**src/rtl/seven_seg_mux_driver_if.sv**
```systemverilog
// rtl/seven_seg_mux_driver_if.sv - display data in / segment and anode pins out for the mux driver
interface seven_seg_mux_driver_if #(
   parameter int NUM_DIGITS = 2,
   parameter int DIM_BITS   = 3
);
   logic [4*NUM_DIGITS-1:0] digits_in;
   logic                    load;
   logic                    blank_lz;
   logic [DIM_BITS-1:0]     brightness;
   logic [6:0]              seg;
   logic [NUM_DIGITS-1:0]   an;
   logic                    frame_done;

   modport master (
      output digits_in, load, blank_lz, brightness,
      input  seg, an, frame_done
   );

   modport slave (
      input  digits_in, load, blank_lz, brightness,
      output seg, an, frame_done
   );
endinterface

```
**src/rtl/seven_seg_mux_driver.sv**
```systemverilog
// rtl/seven_seg_mux_driver.sv - time-multiplexed seven-segment driver with PWM, guard gaps, LZ blanking
module seven_seg_mux_driver #(
   parameter int NUM_DIGITS     = 2,
   parameter int REFRESH_DIV    = 20000,
   parameter int GUARD_CYCLES   = 16,
   parameter int DIM_BITS       = 3,
   parameter int SEG_ACTIVE_LOW = 1,
   parameter int AN_ACTIVE_LOW  = 1
) (
   input  logic                  clk,
   input  logic                  reset,
   seven_seg_mux_driver_if.slave bus
);
   localparam int CNT_MAX = (REFRESH_DIV > GUARD_CYCLES) ? REFRESH_DIV : GUARD_CYCLES;
   localparam int CW      = $clog2(CNT_MAX + 1);
   localparam int IW      = (NUM_DIGITS > 1) ? $clog2(NUM_DIGITS) : 1;
   localparam int STEP    = REFRESH_DIV >> DIM_BITS;

   localparam logic [CW-1:0]         GUARD_LAST = CW'(GUARD_CYCLES - 1);
   localparam logic [CW-1:0]         SHOW_LAST  = CW'(REFRESH_DIV - 1);
   localparam logic [IW-1:0]         IDX_LAST   = IW'(NUM_DIGITS - 1);
   localparam logic [6:0]            SEG_OFF    = (SEG_ACTIVE_LOW != 0) ? 7'h7F : 7'h00;
   localparam logic [NUM_DIGITS-1:0] AN_OFF     = (AN_ACTIVE_LOW != 0) ? {NUM_DIGITS{1'b1}} : {NUM_DIGITS{1'b0}};

   typedef enum logic {GUARD, SHOW} state_t;

   state_t                  state, nxt_state;
   logic [CW-1:0]           cnt, nxt_cnt;
   logic [IW-1:0]           idx, nxt_idx;
   logic [DIM_BITS-1:0]     bright_q, nxt_bright;
   logic                    lz_q, nxt_lz;
   logic [4*NUM_DIGITS-1:0] shadow, active;
   logic                    pending;
   logic                    frame_end;

   logic [6:0]              seg_d;
   logic [NUM_DIGITS-1:0]   an_d;
   logic                    fd_d;
   logic [NUM_DIGITS-1:0]   blank_vec;
   logic                    all_zero;
   logic                    lit;
   logic [3:0]              cur_nib;
   logic [31:0]             on_time;

   function automatic logic [6:0] decode(input logic [3:0] n);
      case (n)
         4'h0:    return 7'h7E;
         4'h1:    return 7'h30;
         4'h2:    return 7'h6D;
         4'h3:    return 7'h79;
         4'h4:    return 7'h33;
         4'h5:    return 7'h5B;
         4'h6:    return 7'h5F;
         4'h7:    return 7'h70;
         4'h8:    return 7'h7F;
         4'h9:    return 7'h7B;
         4'hA:    return 7'h77;
         4'hB:    return 7'h1F;
         4'hC:    return 7'h4E;
         4'hD:    return 7'h3D;
         4'hE:    return 7'h4F;
         default: return 7'h47;
      endcase
   endfunction

   assign frame_end = (state == SHOW) && (cnt == SHOW_LAST) && (idx == IDX_LAST);

   // Outputs are registered from the next-state values so they move on the same edge as the FSM.
   always_ff @(posedge clk or posedge reset) begin
      if (reset) begin
         state          <= GUARD;
         cnt            <= '0;
         idx            <= '0;
         bright_q       <= '0;
         lz_q           <= 1'b0;
         shadow         <= '0;
         active         <= '0;
         pending        <= 1'b0;
         bus.seg        <= SEG_OFF;
         bus.an         <= AN_OFF;
         bus.frame_done <= 1'b0;
      end else begin
         state    <= nxt_state;
         cnt      <= nxt_cnt;
         idx      <= nxt_idx;
         bright_q <= nxt_bright;
         lz_q     <= nxt_lz;
         if (bus.load) begin
            shadow  <= bus.digits_in;
            pending <= 1'b1;
         end else if (frame_end) begin
            pending <= 1'b0;
         end
         if (frame_end && pending)
            active <= shadow;
         bus.seg        <= seg_d;
         bus.an         <= an_d;
         bus.frame_done <= fd_d;
      end
   end

   always_comb begin
      nxt_state  = state;
      nxt_cnt    = cnt + 1'b1;
      nxt_idx    = idx;
      nxt_bright = bright_q;
      nxt_lz     = lz_q;
      if (state == GUARD) begin
         if (cnt == GUARD_LAST) begin
            nxt_state  = SHOW;
            nxt_cnt    = '0;
            nxt_bright = bus.brightness;
            nxt_lz     = bus.blank_lz;
         end
      end else if (cnt == SHOW_LAST) begin
         nxt_state = GUARD;
         nxt_cnt   = '0;
         nxt_idx   = (idx == IDX_LAST) ? '0 : idx + 1'b1;
      end
   end

   always_comb begin
      blank_vec = '0;
      all_zero  = 1'b1;
      // A digit is a leading zero only if it and every more significant digit are zero.
      for (int k = NUM_DIGITS - 1; k >= 1; k--) begin
         all_zero     = all_zero && (active[4*k +: 4] == 4'h0);
         blank_vec[k] = all_zero;
      end
      cur_nib = active[{nxt_idx, 2'b00} +: 4];
      on_time = (32'(nxt_bright) + 32'd1) * 32'(STEP);
      lit     = (nxt_state == SHOW) && (32'(nxt_cnt) < on_time) && !(nxt_lz && blank_vec[nxt_idx]);
      seg_d   = lit ? decode(cur_nib) : 7'h00;
      an_d    = '0;
      if (lit)
         an_d[nxt_idx] = 1'b1;
      if (SEG_ACTIVE_LOW != 0)
         seg_d = ~seg_d;
      if (AN_ACTIVE_LOW != 0)
         an_d = ~an_d;
      fd_d = (nxt_state == SHOW) && (nxt_cnt == SHOW_LAST) && (nxt_idx == IDX_LAST);
   end
endmodule

```
**src/flat_wrapper.sv**
```systemverilog
// flat-port wrapper written by rule: the top's interface ports become plain ports
module seven_seg_mux_driver_flat 
#(
   parameter int NUM_DIGITS     = 2,
   parameter int REFRESH_DIV    = 20000,
   parameter int GUARD_CYCLES   = 16,
   parameter int DIM_BITS       = 3,
   parameter int SEG_ACTIVE_LOW = 1,
   parameter int AN_ACTIVE_LOW  = 1
)
  (clk, reset, bus_digits_in, bus_load, bus_blank_lz, bus_brightness, bus_seg, bus_an, bus_frame_done);
  seven_seg_mux_driver_if #(.NUM_DIGITS(NUM_DIGITS), .DIM_BITS(DIM_BITS)) bus_i ();
  input  logic clk;
  input  logic reset;
  input wire logic [$bits(bus_i.digits_in)-1:0] bus_digits_in;
  input wire logic [$bits(bus_i.load)-1:0] bus_load;
  input wire logic [$bits(bus_i.blank_lz)-1:0] bus_blank_lz;
  input wire logic [$bits(bus_i.brightness)-1:0] bus_brightness;
  output wire logic [$bits(bus_i.seg)-1:0] bus_seg;
  output wire logic [$bits(bus_i.an)-1:0] bus_an;
  output wire logic [$bits(bus_i.frame_done)-1:0] bus_frame_done;
  assign bus_i.digits_in = bus_digits_in;
  assign bus_i.load = bus_load;
  assign bus_i.blank_lz = bus_blank_lz;
  assign bus_i.brightness = bus_brightness;
  assign bus_seg = bus_i.seg;
  assign bus_an = bus_i.an;
  assign bus_frame_done = bus_i.frame_done;
  seven_seg_mux_driver #(.NUM_DIGITS(NUM_DIGITS), .REFRESH_DIV(REFRESH_DIV), .GUARD_CYCLES(GUARD_CYCLES), .DIM_BITS(DIM_BITS), .SEG_ACTIVE_LOW(SEG_ACTIVE_LOW), .AN_ACTIVE_LOW(AN_ACTIVE_LOW)) u_core (.clk(clk), .reset(reset), .bus(bus_i));
endmodule
```
**config.mk**
```make
export PLATFORM = sky130hd
export DESIGN_NAME = seven_seg_mux_driver_flat
export DESIGN_NICKNAME = d
export VERILOG_FILES = /design/src/rtl/seven_seg_mux_driver_if.sv /design/src/rtl/seven_seg_mux_driver.sv /design/src/flat_wrapper.sv
export SDC_FILE = /design/constraint.sdc
export NUM_CORES = 1
export LEC_CHECK = 0
export BUFFER_PORTS_ARGS = -buffer_cell sky130_fd_sc_hd__buf_2
export CAP_MARGIN = 20
export CORE_AREA = 8 8 103 152
export DETAILED_ROUTE_END_ITERATION = 8
export DIE_AREA = 0 0 111 160
export GPL_ROUTABILITY_DRIVEN = 1
export MAX_ROUTING_LAYER = met4
export SLEW_MARGIN = 5
export SYNTH_ARGS = -nofsm -noshare
export SYNTH_HDL_FRONTEND = slang
export SYNTH_SLANG_ARGS = --single-unit
export TNS_END_PERCENT = 50
```
**constraint.sdc**
```tcl
create_clock -name clk -period 8.5 [get_ports clk]
set_input_delay 1.275 -clock clk [delete_from_list [all_inputs] [get_ports clk]]
set_output_delay 1.275 -clock clk [all_outputs]
set_load 0.02 [all_outputs]
```
==> results of run 1 <==
-- cells by family after synthesis --
| family | Yosys count |
|---|---|
| compound gates | 44 |
| xor+xnor | 22 |
| fa+ha+maj | 34 |
| buf+inv | 31 |
| flops | 48 |
| mux | 23 |
| simple gates | 123 |
-- worst max path at each step --
stage                             from                           to  slack, ns  depth (start not counted)
2_1_floorplan  u_core.cnt[5]$_DFF_PP0_  u_core.bus.seg[6]$_DFF_PP1_       2.59                         23
3_3_place_gp   u_core.cnt[5]$_DFF_PP0_  u_core.bus.seg[6]$_DFF_PP1_       2.07                         22
3_5_place_dp   u_core.cnt[5]$_DFF_PP0_  u_core.bus.seg[3]$_DFF_PP1_       1.89                         22
4_1_cts        u_core.cnt[5]$_DFF_PP0_  u_core.bus.seg[3]$_DFF_PP1_       1.88                         22
5_1_grt        u_core.cnt[5]$_DFF_PP0_  u_core.bus.seg[3]$_DFF_PP1_       1.47                         22
6_report       u_core.cnt[5]$_DFF_PP0_  u_core.bus.seg[3]$_DFF_PP1_       1.94                         22
-- routing by layer --
layer / GRT usage (%) / part of all wire [%] / vias to the layer above
met2: 16.7 / 54 / 52
met4: 5.24 / 5.1 / 0
li1: - / - / 1206
met3: 1.61 / 2.4 / 27
met1: 8.78 / 38 / 1203
met5: - / 0 / -
-- synthesized netlist by cell type (4+ instances only) --
cell type | number | share of area, %
sky130_fd_sc_hd__mux2_2 | 20 | 6.8
sky130_fd_sc_hd__a21oi_1 | 6 | 0.91
sky130_fd_sc_hd__dfstp_2 | 9 | 7.2
sky130_fd_sc_hd__xor2_1 | 10 | 2.7
sky130_fd_sc_hd__nand3_1 | 8 | 1.2
sky130_fd_sc_hd__xnor2_1 | 10 | 2.7
sky130_fd_sc_hd__nor2_1 | 26 | 3.0
sky130_fd_sc_hd__dfrtp_1 | 39 | 30
sky130_fd_sc_hd__nand4_1 | 16 | 3.0
sky130_fd_sc_hd__o211ai_1 | 4 | 0.91
sky130_fd_sc_hd__nor3_1 | 6 | 0.91
sky130_fd_sc_hd__and4_1 | 5 | 1.3
sky130_fd_sc_hd__ha_1 | 32 | 12
sky130_fd_sc_hd__inv_1 | 16 | 1.8
sky130_fd_sc_hd__nand2_1 | 27 | 3.1
sky130_fd_sc_hd__nor2b_1 | 11 | 2.1
sky130_fd_sc_hd__o21ai_0 | 8 | 1.2
sky130_fd_sc_hd__clkbuf_1 | 9 | 1.0
-- stage by stage --
| step | setup slack [ns] | power (uW) | hold slack (ns) | instances |
|---|---|---|---|---|
| 4_1_cts | 1.88 | 531 | 0.492 | 505 |
| 3_5_place_dp | 1.89 | 307 | 0.477 | 497 |
| 3_3_place_gp | 2.07 | 304 | 0.460 | 497 |
| 5_1_grt | 1.47 | 550 | 0.508 | 506 |
| 6_report | 1.94 | 524 | 0.488 | 506 |
| 2_1_floorplan | 2.59 | 287 | 0.451 | 325 |
-- power breakdown --
| group | internal, uW | switching, uW | total [uW] |
|---|---|---|---|
| Combinational | 28.6 | 37.4 | 66.0 |
| Sequential | 234 | 2.54 | 237 |
| Clock | 138 | 83.1 | 221 |
-- registers in the layout (all words and copies together) (netlist names), 2 cells and up --
register and cells:
u_core.cnt 15, u_core.active 8, u_core.shadow 8, u_core.bus.seg 7, u_core.bright_q 3, u_core.bus.an 2
-- cell type report --
class / count / area (um2)
fill: 1383 / 9600
sequential: 48 / 1210
multi-input combinational: 246 / 1950
clock inverter: 3 / 42.5
clock buffer: 5 / 125
tap: 162 / 203
inverter: 17 / 63.8
timing repair buffer: 25 / 140
-- critical path: stages, from the launching register on --
cell,delay [ns]
sky130_fd_sc_hd__dfrtp_1,0.49
sky130_fd_sc_hd__or4_4,0.61
sky130_fd_sc_hd__nor4_4,0.53
sky130_fd_sc_hd__mux2i_1,0.59
sky130_fd_sc_hd__inv_1,0.16
sky130_fd_sc_hd__ha_1,0.32
sky130_fd_sc_hd__xor2_4,0.29
sky130_fd_sc_hd__inv_1,0.14
sky130_fd_sc_hd__fa_1,0.52
sky130_fd_sc_hd__inv_1,0.04
sky130_fd_sc_hd__ha_1,0.18
sky130_fd_sc_hd__ha_1,0.32
sky130_fd_sc_hd__a221o_1,0.40
sky130_fd_sc_hd__a2111oi_0,0.41
sky130_fd_sc_hd__nor2_1,0.09
sky130_fd_sc_hd__xnor2_1,0.14
sky130_fd_sc_hd__ha_1,0.30
sky130_fd_sc_hd__a21oi_1,0.13
sky130_fd_sc_hd__nor2b_1,0.05
sky130_fd_sc_hd__o21ai_0,0.14
sky130_fd_sc_hd__o311ai_1,0.16
sky130_fd_sc_hd__a21oi_4,0.28
sky130_fd_sc_hd__nand4_1,0.15
==> results by stage, run 1 <==
Synth:
- The synthesized netlist devotes 13.4% of its cell area to adder and majority cells.
- The sequential share of the synthesized area is 36.8%.
- Of the total synthesized cell area, the portion taken by AND, OR, NAND and NOR gates is 20.9%.
- The number of nets handed over by synthesis was 374.
- Of all flip-flops after synthesis, the portion carrying an async set or reset was 100%.
- The area of the mapped netlist is 3290 um2.
- In the synthesized netlist, mux cells make up ~7.9% of the area.
- Counting flops and latches in the post-synthesis netlist gives 48.
- The combinational family with the most area after synthesis is simple AND/OR/NAND/NOR gates.
- After Yosys synthesis, XOR and XNOR cells account for 6.99% of the synthesized area.
- Yosys mapped a number of flops with a built-in enable equal to 0.
- For this run, the leading register cell type out of synthesis is sky130_fd_sc_hd__dfrtp_1.
- The synthesized instance count is 325.
- The Yosys warning count is 0.
- The count of distinct cell types in the synthesized netlist is 58.
- The synthesized netlist devotes about a tenth of its cell area to compound gates.
- The mean post-synth cell area is 10.1 um2.

Routing:
- For this run, design rule violations remaining after detail routing come to 0.
- The routed layout has roughly 2500 vias.
- The sum of routed wire length over all layers is 7720 um.
- Dividing the detail-routed wire length by the instance count gives around 15 um.
- After the first detailed-routing iteration, the DRC count stood at 144.
- The iteration count of the initial detailed-routing pass is 4.
- The detail route stage leaves a number of antenna-violating nets equal to 0.
- The detail-routed via count per cell is between 4 and 5.

STA:
- In this run the tightest slew margin relative to its limit is between 40% and 50%.
- The count of endpoints failing hold in the final timing report is 0.
- Static timing analysis puts the maximum clock frequency at 152 MHz.
- The sum of negative setup slack is 0 ns.
- Setup repair after global routing left no endpoint under its margin.
- The clock arrives with around 0.0072 ns of skew.
- The number of max-slew violations in the final report came to 0.
- After layout, the minimum clock period comes to 6.56 ns.
- The worst path uses 77.2% of the clock period.
- The number of endpoints failing setup at the final stage is 0.
- At the pin with the least slew margin, the transition time is 0.810 ns.

Die:
- The initialized floorplan defines 52 standard-cell rows.
- The die outline area is 17800 um2.
- The horizontal die dimension is 111 um.
- The core region is 13300 um2.
- The I/O pin total is 25.
- In this run the vertical extent of the chip is 160 um.
- Once the floorplan was initialized, standard cells occupied 24.7% of the core.

Power:
- Across the VDD grid, the largest voltage drop is 0.0888 mV.
- Summed over all cells, the static leakage comes to 0.00165 uW.
- Power spread over the standard cell area amounts to 140 nW/um2.

Global routing:
- Entering global routing, the biggest net connects 49 pins.
- Global routing consumed, over all layers together, 9.14% of the routing resources.
- The first global-routing pass estimated 13000 um of wire.
- The initial antenna violation count is 0.
- The total grt overflow is 0.
- The via count of the first global-routing pass is 2666.

Clocking:
- The H-tree was split into 2 levels.
- Buffers inserted to repair hold after CTS numbered 0.
- The clock reaches the later pin of the worst-skew pair after 0.29 ns.
- The clock passes through at most 2 buffers.
- After clock tree synthesis, the clock-pin slew on the worst setup and hold paths is 0.06 ns.
- Counting the buffers created by CTS gives 5.
- The total number of clock tree sinks is 48.
- The post-cts gate resize count is 0.
- The number of setup buffers added after CTS is 0.
- The root buffer cell is sky130_fd_sc_hd__clkbuf_16.
- The clock tree from TritonCTS is built.

Layout:
- The library cell used most frequently in the layout, excluding fill and tap cells, is sky130_fd_sc_hd__dfrtp_1.
- The library cells used most frequently in the layout, excluding fill and tap cells, are sky130_fd_sc_hd__dfrtp_1 (39), sky130_fd_sc_hd__ha_1 (32), sky130_fd_sc_hd__nand2_1 (27).
- The fraction of layout cells with a size suffix above 1 is between 20% and 30%.
- 0 antenna diodes ended up in the layout.
- The post-route standard cell area excluding fillers is 3730 um2.
- The utilization after layout is about 28%.
- The final-stage net count is just under 400.
- The area growth from synthesis to final layout is 13.5%.

Critical path:
- The worst setup path is of the register to register kind.
- The kind of launch point of the worst setup path is a register.
- Of all nets on the critical path, the largest fanout is 10.
- For the worst flop-to-flop path, the logic depth is 22.
- The worst register-to-register path begins at u_core.cnt[5]$_DFF_PP0_.
- In this run the critical register-to-register path is captured at u_core.bus.seg[3]$_DFF_PP1_.
- At the worst endpoint, the arrival time is 6.74 ns.
- The worst setup path is captured at a register.
- The worst register-to-register path has a setup slack of 1.94 ns.
- The data required time of the worst path is slightly below 9 ns.

Min path:
- The beginning of the worst hold path is u_core.pending$_DFFE_PP0P_.
- The cell count of the worst hold path is 1.
- For hold timing, the worst endpoint is u_core.pending$_DFFE_PP0P_.
- The min-delay analysis places its worst path in the category register to register.

Place:
- The count of buffers added on input and output ports is 24.
- The post-DP HPWL is 6200 um.
- The post-place instance area is 3550 um2.
- At the end of routability-driven placement, the weighted congestion stood at 0.892.

Run status:
- The flow ran to the end, and the final reports show no timing, DRC or antenna violations.

Run:
- Max-cap violations in this run came to 0.
Note: power is estimated with default switching activity, not from simulation.
==> run 2: changes to the inputs <==
==> constraint.sdc (replaced) <==
create_clock -name clk -period 5.9 [get_ports clk]
set_input_delay 0.885 -clock clk [delete_from_list [all_inputs] [get_ports clk]]
set_output_delay 0.885 -clock clk [all_outputs]
set_load 0.02 [all_outputs]
==> run 2 against run 1 <==
Compared with the run above:
- hold slack improved by 0.00066 ns
- worst setup slack got worse by 1.6 ns
- core utilization rose by 0.86 points
==> results by stage, run 2 (synthesis gave the netlist of run 1 again) <==
STA:
- The actual slew at the worst max-slew pin is 0.661 ns.
- On the final layout, the worst clock skew is 0.00977 ns.
- Setup repair after global routing left no endpoint under its margin.
- The count of endpoints failing hold in the final timing report is 0.
- The clock period could shrink to between 5 and 6 ns.
- The number of max-slew violations in the final report was 0.
- The number of endpoints failing setup at the final stage is 0.
- Timing would allow up to 180 MHz.
- The share of the clock period used by the worst path after layout is 94.0%.
- The sum of negative setup slack is 0 ns.
- In this run the tightest slew margin relative to its limit is a little over half.
- Final hold analysis gives a worst-case slack of 0.489 ns.

Critical path:
- Along the worst path, the maximum fanout reaches 7.
- The kind of launch point of the worst setup path is a register.
- The data required time of the worst path is roughly 6.1 ns.
- The worst register-to-register path has a depth of 23.
- The critical path in this run is classified as register to register.
- STA classifies the critical path endpoint as a register.
- The arrival time at the worst endpoint is 5.75 ns.

Global routing:
- The via count of the first global-routing pass came to 2661.
- Global routing consumed, over all layers together, a little under a tenth of the routing resources.
- The global routing usage on met2 is 16.0%.
- The first-pass GRT wire length is 13200 um.
- The met3 usage is a little over 2%.
- The maximum number of pins on one net before global-route repair is 49.
- The total grt overflow is 0.
- For this run, global-route usage on met1 was measured as 8.98%.
- The initial antenna violation count is 0.
- The layer flagged by global routing as most heavily used is met2.

Layout:
- The area growth from synthesis to final layout is 17.0%.
- In the final layout, the registers with the most flip-flops are u_core.cnt (15), u_core.active (8), u_core.shadow (8).
- The antenna diode count is 0.
- The final-stage net count is a little over 400.
- The register with the most flip-flops in the layout has 15 of them.
- Leaving out fill and tap cells, the most frequent cell in the layout is sky130_fd_sc_hd__dfrtp_1.
- Of the cells placed in the final design, the portion with a size suffix greater than 1 is a little over a quarter.
- The filler cell count is between 1000 and 1500.
- The register ranked first by flip-flop count is u_core.cnt.
- The library cells used most frequently in the layout, excluding fill and tap cells, are sky130_fd_sc_hd__dfrtp_1 (39), sky130_fd_sc_hd__ha_1 (31), sky130_fd_sc_hd__nand2_1 (27).
- The utilization after layout is 28.9%.

Die:
- The floorplan has 52 rows.
- The initial utilization of the core area, before any placement, comes to 24.7%.
- The I/O pin total is 25.
- The die outline area is 17800 um2.
- The die is 111 um wide.
- The core region is 13300 um2.
- The die is 160 um tall.

Clocking:
- The number of buffers inserted during clock tree synthesis is 5.
- The clock reaches the later pin of the worst-skew pair after 0.29 ns.
- The clock tree from TritonCTS is built.
- The total number of clock tree sinks is 48.
- The longest clock path from root to sink contains 2 buffers.
- Buffers added to address setup during post-CTS repair amount to 0.
- The post-CTS clock slew at the launch and capture registers of the worst setup and hold paths is around 0.07 ns.
- The tree is rooted in a sky130_fd_sc_hd__clkbuf_16.
- CTS built an H-tree with a depth of 2.

Routing:
- The iteration count of the initial detailed-routing pass is 5.
- The count of nets left with antenna violations once routing finished came out at 0.
- The detail-routed via count per cell is ~5.0.
- The detailed-route wire length per cell is 15.5 um.
- The sum of routed wire length over all layers is 8010 um.
- The total DRC errors in the routed layout is 0.
- The total number of vias is 2605.
- The violation count after the first detailed-routing iteration is 92.

Power:
- The final total power is roughly 730 uW.
- The leakage power is around 0.0017 uW.
- The power density over the cells is 191 nW/um2.
- The maximum resistive drop on vdd is 0.0931 mV.

Min path:
- The path class of the tightest hold or removal check is register to register.
- Counting instances, the worst hold path has a depth of 1.

Place:
- The final RePlAce weighted congestion is 0.880.
- The count of buffers added on input and output ports is 24.
- The post-DP HPWL is 6280 um.

Run status:
- The flow ran to the end, and the final reports show no timing, DRC or antenna violations.

Run:
- The max-cap violation count is 0.
[run 2: changes by cell type in the layout (fill, tap and decap cells not counted), sizes merged]
cell	change
clkinv	-1
clkbuf	+2
bufinv	-1
a21oi	+1
buf	+10
[run 2: cell type report]
class / instances / area, um2 / area share, %
Timing Repair Buffer: 35 / 215 / 5.59
Clock buffer: 7 / 143 / 3.70
Inverter: 17 / 63.8 / 1.66
Multi-Input combinational cell: 247 / 2010 / 52.1
Clock inverter: 1 / 7.51 / 0.195
Tap cell: 162 / 203 / 5.26
Sequential cell: 48 / 1210 / 31.5
[run 2: final timing paths]
path                                                end                       start  slack (ns)
min                          u_core.pending$_DFFE_PP0P_  u_core.pending$_DFFE_PP0P_        0.49
max reg2reg                 u_core.bus.seg[5]$_DFF_PP1_     u_core.cnt[4]$_DFF_PP0_        0.35
min reg2reg                  u_core.pending$_DFFE_PP0P_  u_core.pending$_DFFE_PP0P_        0.49
max                         u_core.bus.seg[5]$_DFF_PP1_     u_core.cnt[4]$_DFF_PP0_        0.35
max in group asynchronous  u_core.shadow[4]$_DFFE_PP0P_                       reset        4.81
min in group asynchronous      u_core.cnt[14]$_DFF_PP0_                       reset        0.58
[run 2: power breakdown]
group | internal (uW) | leakage (uW) | switching, uW
Sequential | 337 | 0.000591 | 3.95
Combinational | 44.7 | 0.00104 | 55.8
Clock | 169 | 0.0000701 | 124
[run 2: worst max-delay path, stage by stage (launching register included)]
cell and delay, ns:
sky130_fd_sc_hd__dfrtp_1 0.45, sky130_fd_sc_hd__or4_4 0.60, sky130_fd_sc_hd__nor4_4 0.28, sky130_fd_sc_hd__buf_4 0.22, sky130_fd_sc_hd__nand2_1 0.06, sky130_fd_sc_hd__nand2_1 0.11
sky130_fd_sc_hd__ha_2 0.26, sky130_fd_sc_hd__xor2_4 0.15, sky130_fd_sc_hd__inv_1 0.09, sky130_fd_sc_hd__fa_1 0.50, sky130_fd_sc_hd__inv_1 0.04, sky130_fd_sc_hd__ha_1 0.18
sky130_fd_sc_hd__ha_1 0.32, sky130_fd_sc_hd__a221o_1 0.41, sky130_fd_sc_hd__a2111oi_2 0.36, sky130_fd_sc_hd__nor2_1 0.08, sky130_fd_sc_hd__xnor2_1 0.13, sky130_fd_sc_hd__ha_1 0.29
sky130_fd_sc_hd__a21oi_1 0.14, sky130_fd_sc_hd__nor2b_1 0.06, sky130_fd_sc_hd__o21ai_1 0.15, sky130_fd_sc_hd__o311ai_2 0.20, sky130_fd_sc_hd__a21oi_4 0.24, sky130_fd_sc_hd__nand4_1 0.13
[run 2: stage by stage]
stage	cell area [um2]	cells	setup WS, ns
final	3850	517	0.352
after global routing	3850	517	0.0259
after CTS	3780	515	0.158
after detailed placement	3630	507	0.188
after global placement	3630	507	0.272
after floorplan	3300	325	0.0660
[run 2: what timing repair did]
action                     4_1_cts  5_1_grt
resized for setup                0        9
hold buffers                     0        0
setup endpoints to repair        0        9
[run 2: metal layers]
| metal | vias up | wire (um) | share of wire (%) |
|---|---|---|---|
| met2 | 73 | 4170 | 52 |
| met3 | 35 | 259 | 3.2 |
| li1 | 1233 | - | - |
| met1 | 1264 | 3080 | 38 |
| met4 | 0 | 501 | 6.3 |
| met5 | - | 0 | 0 |
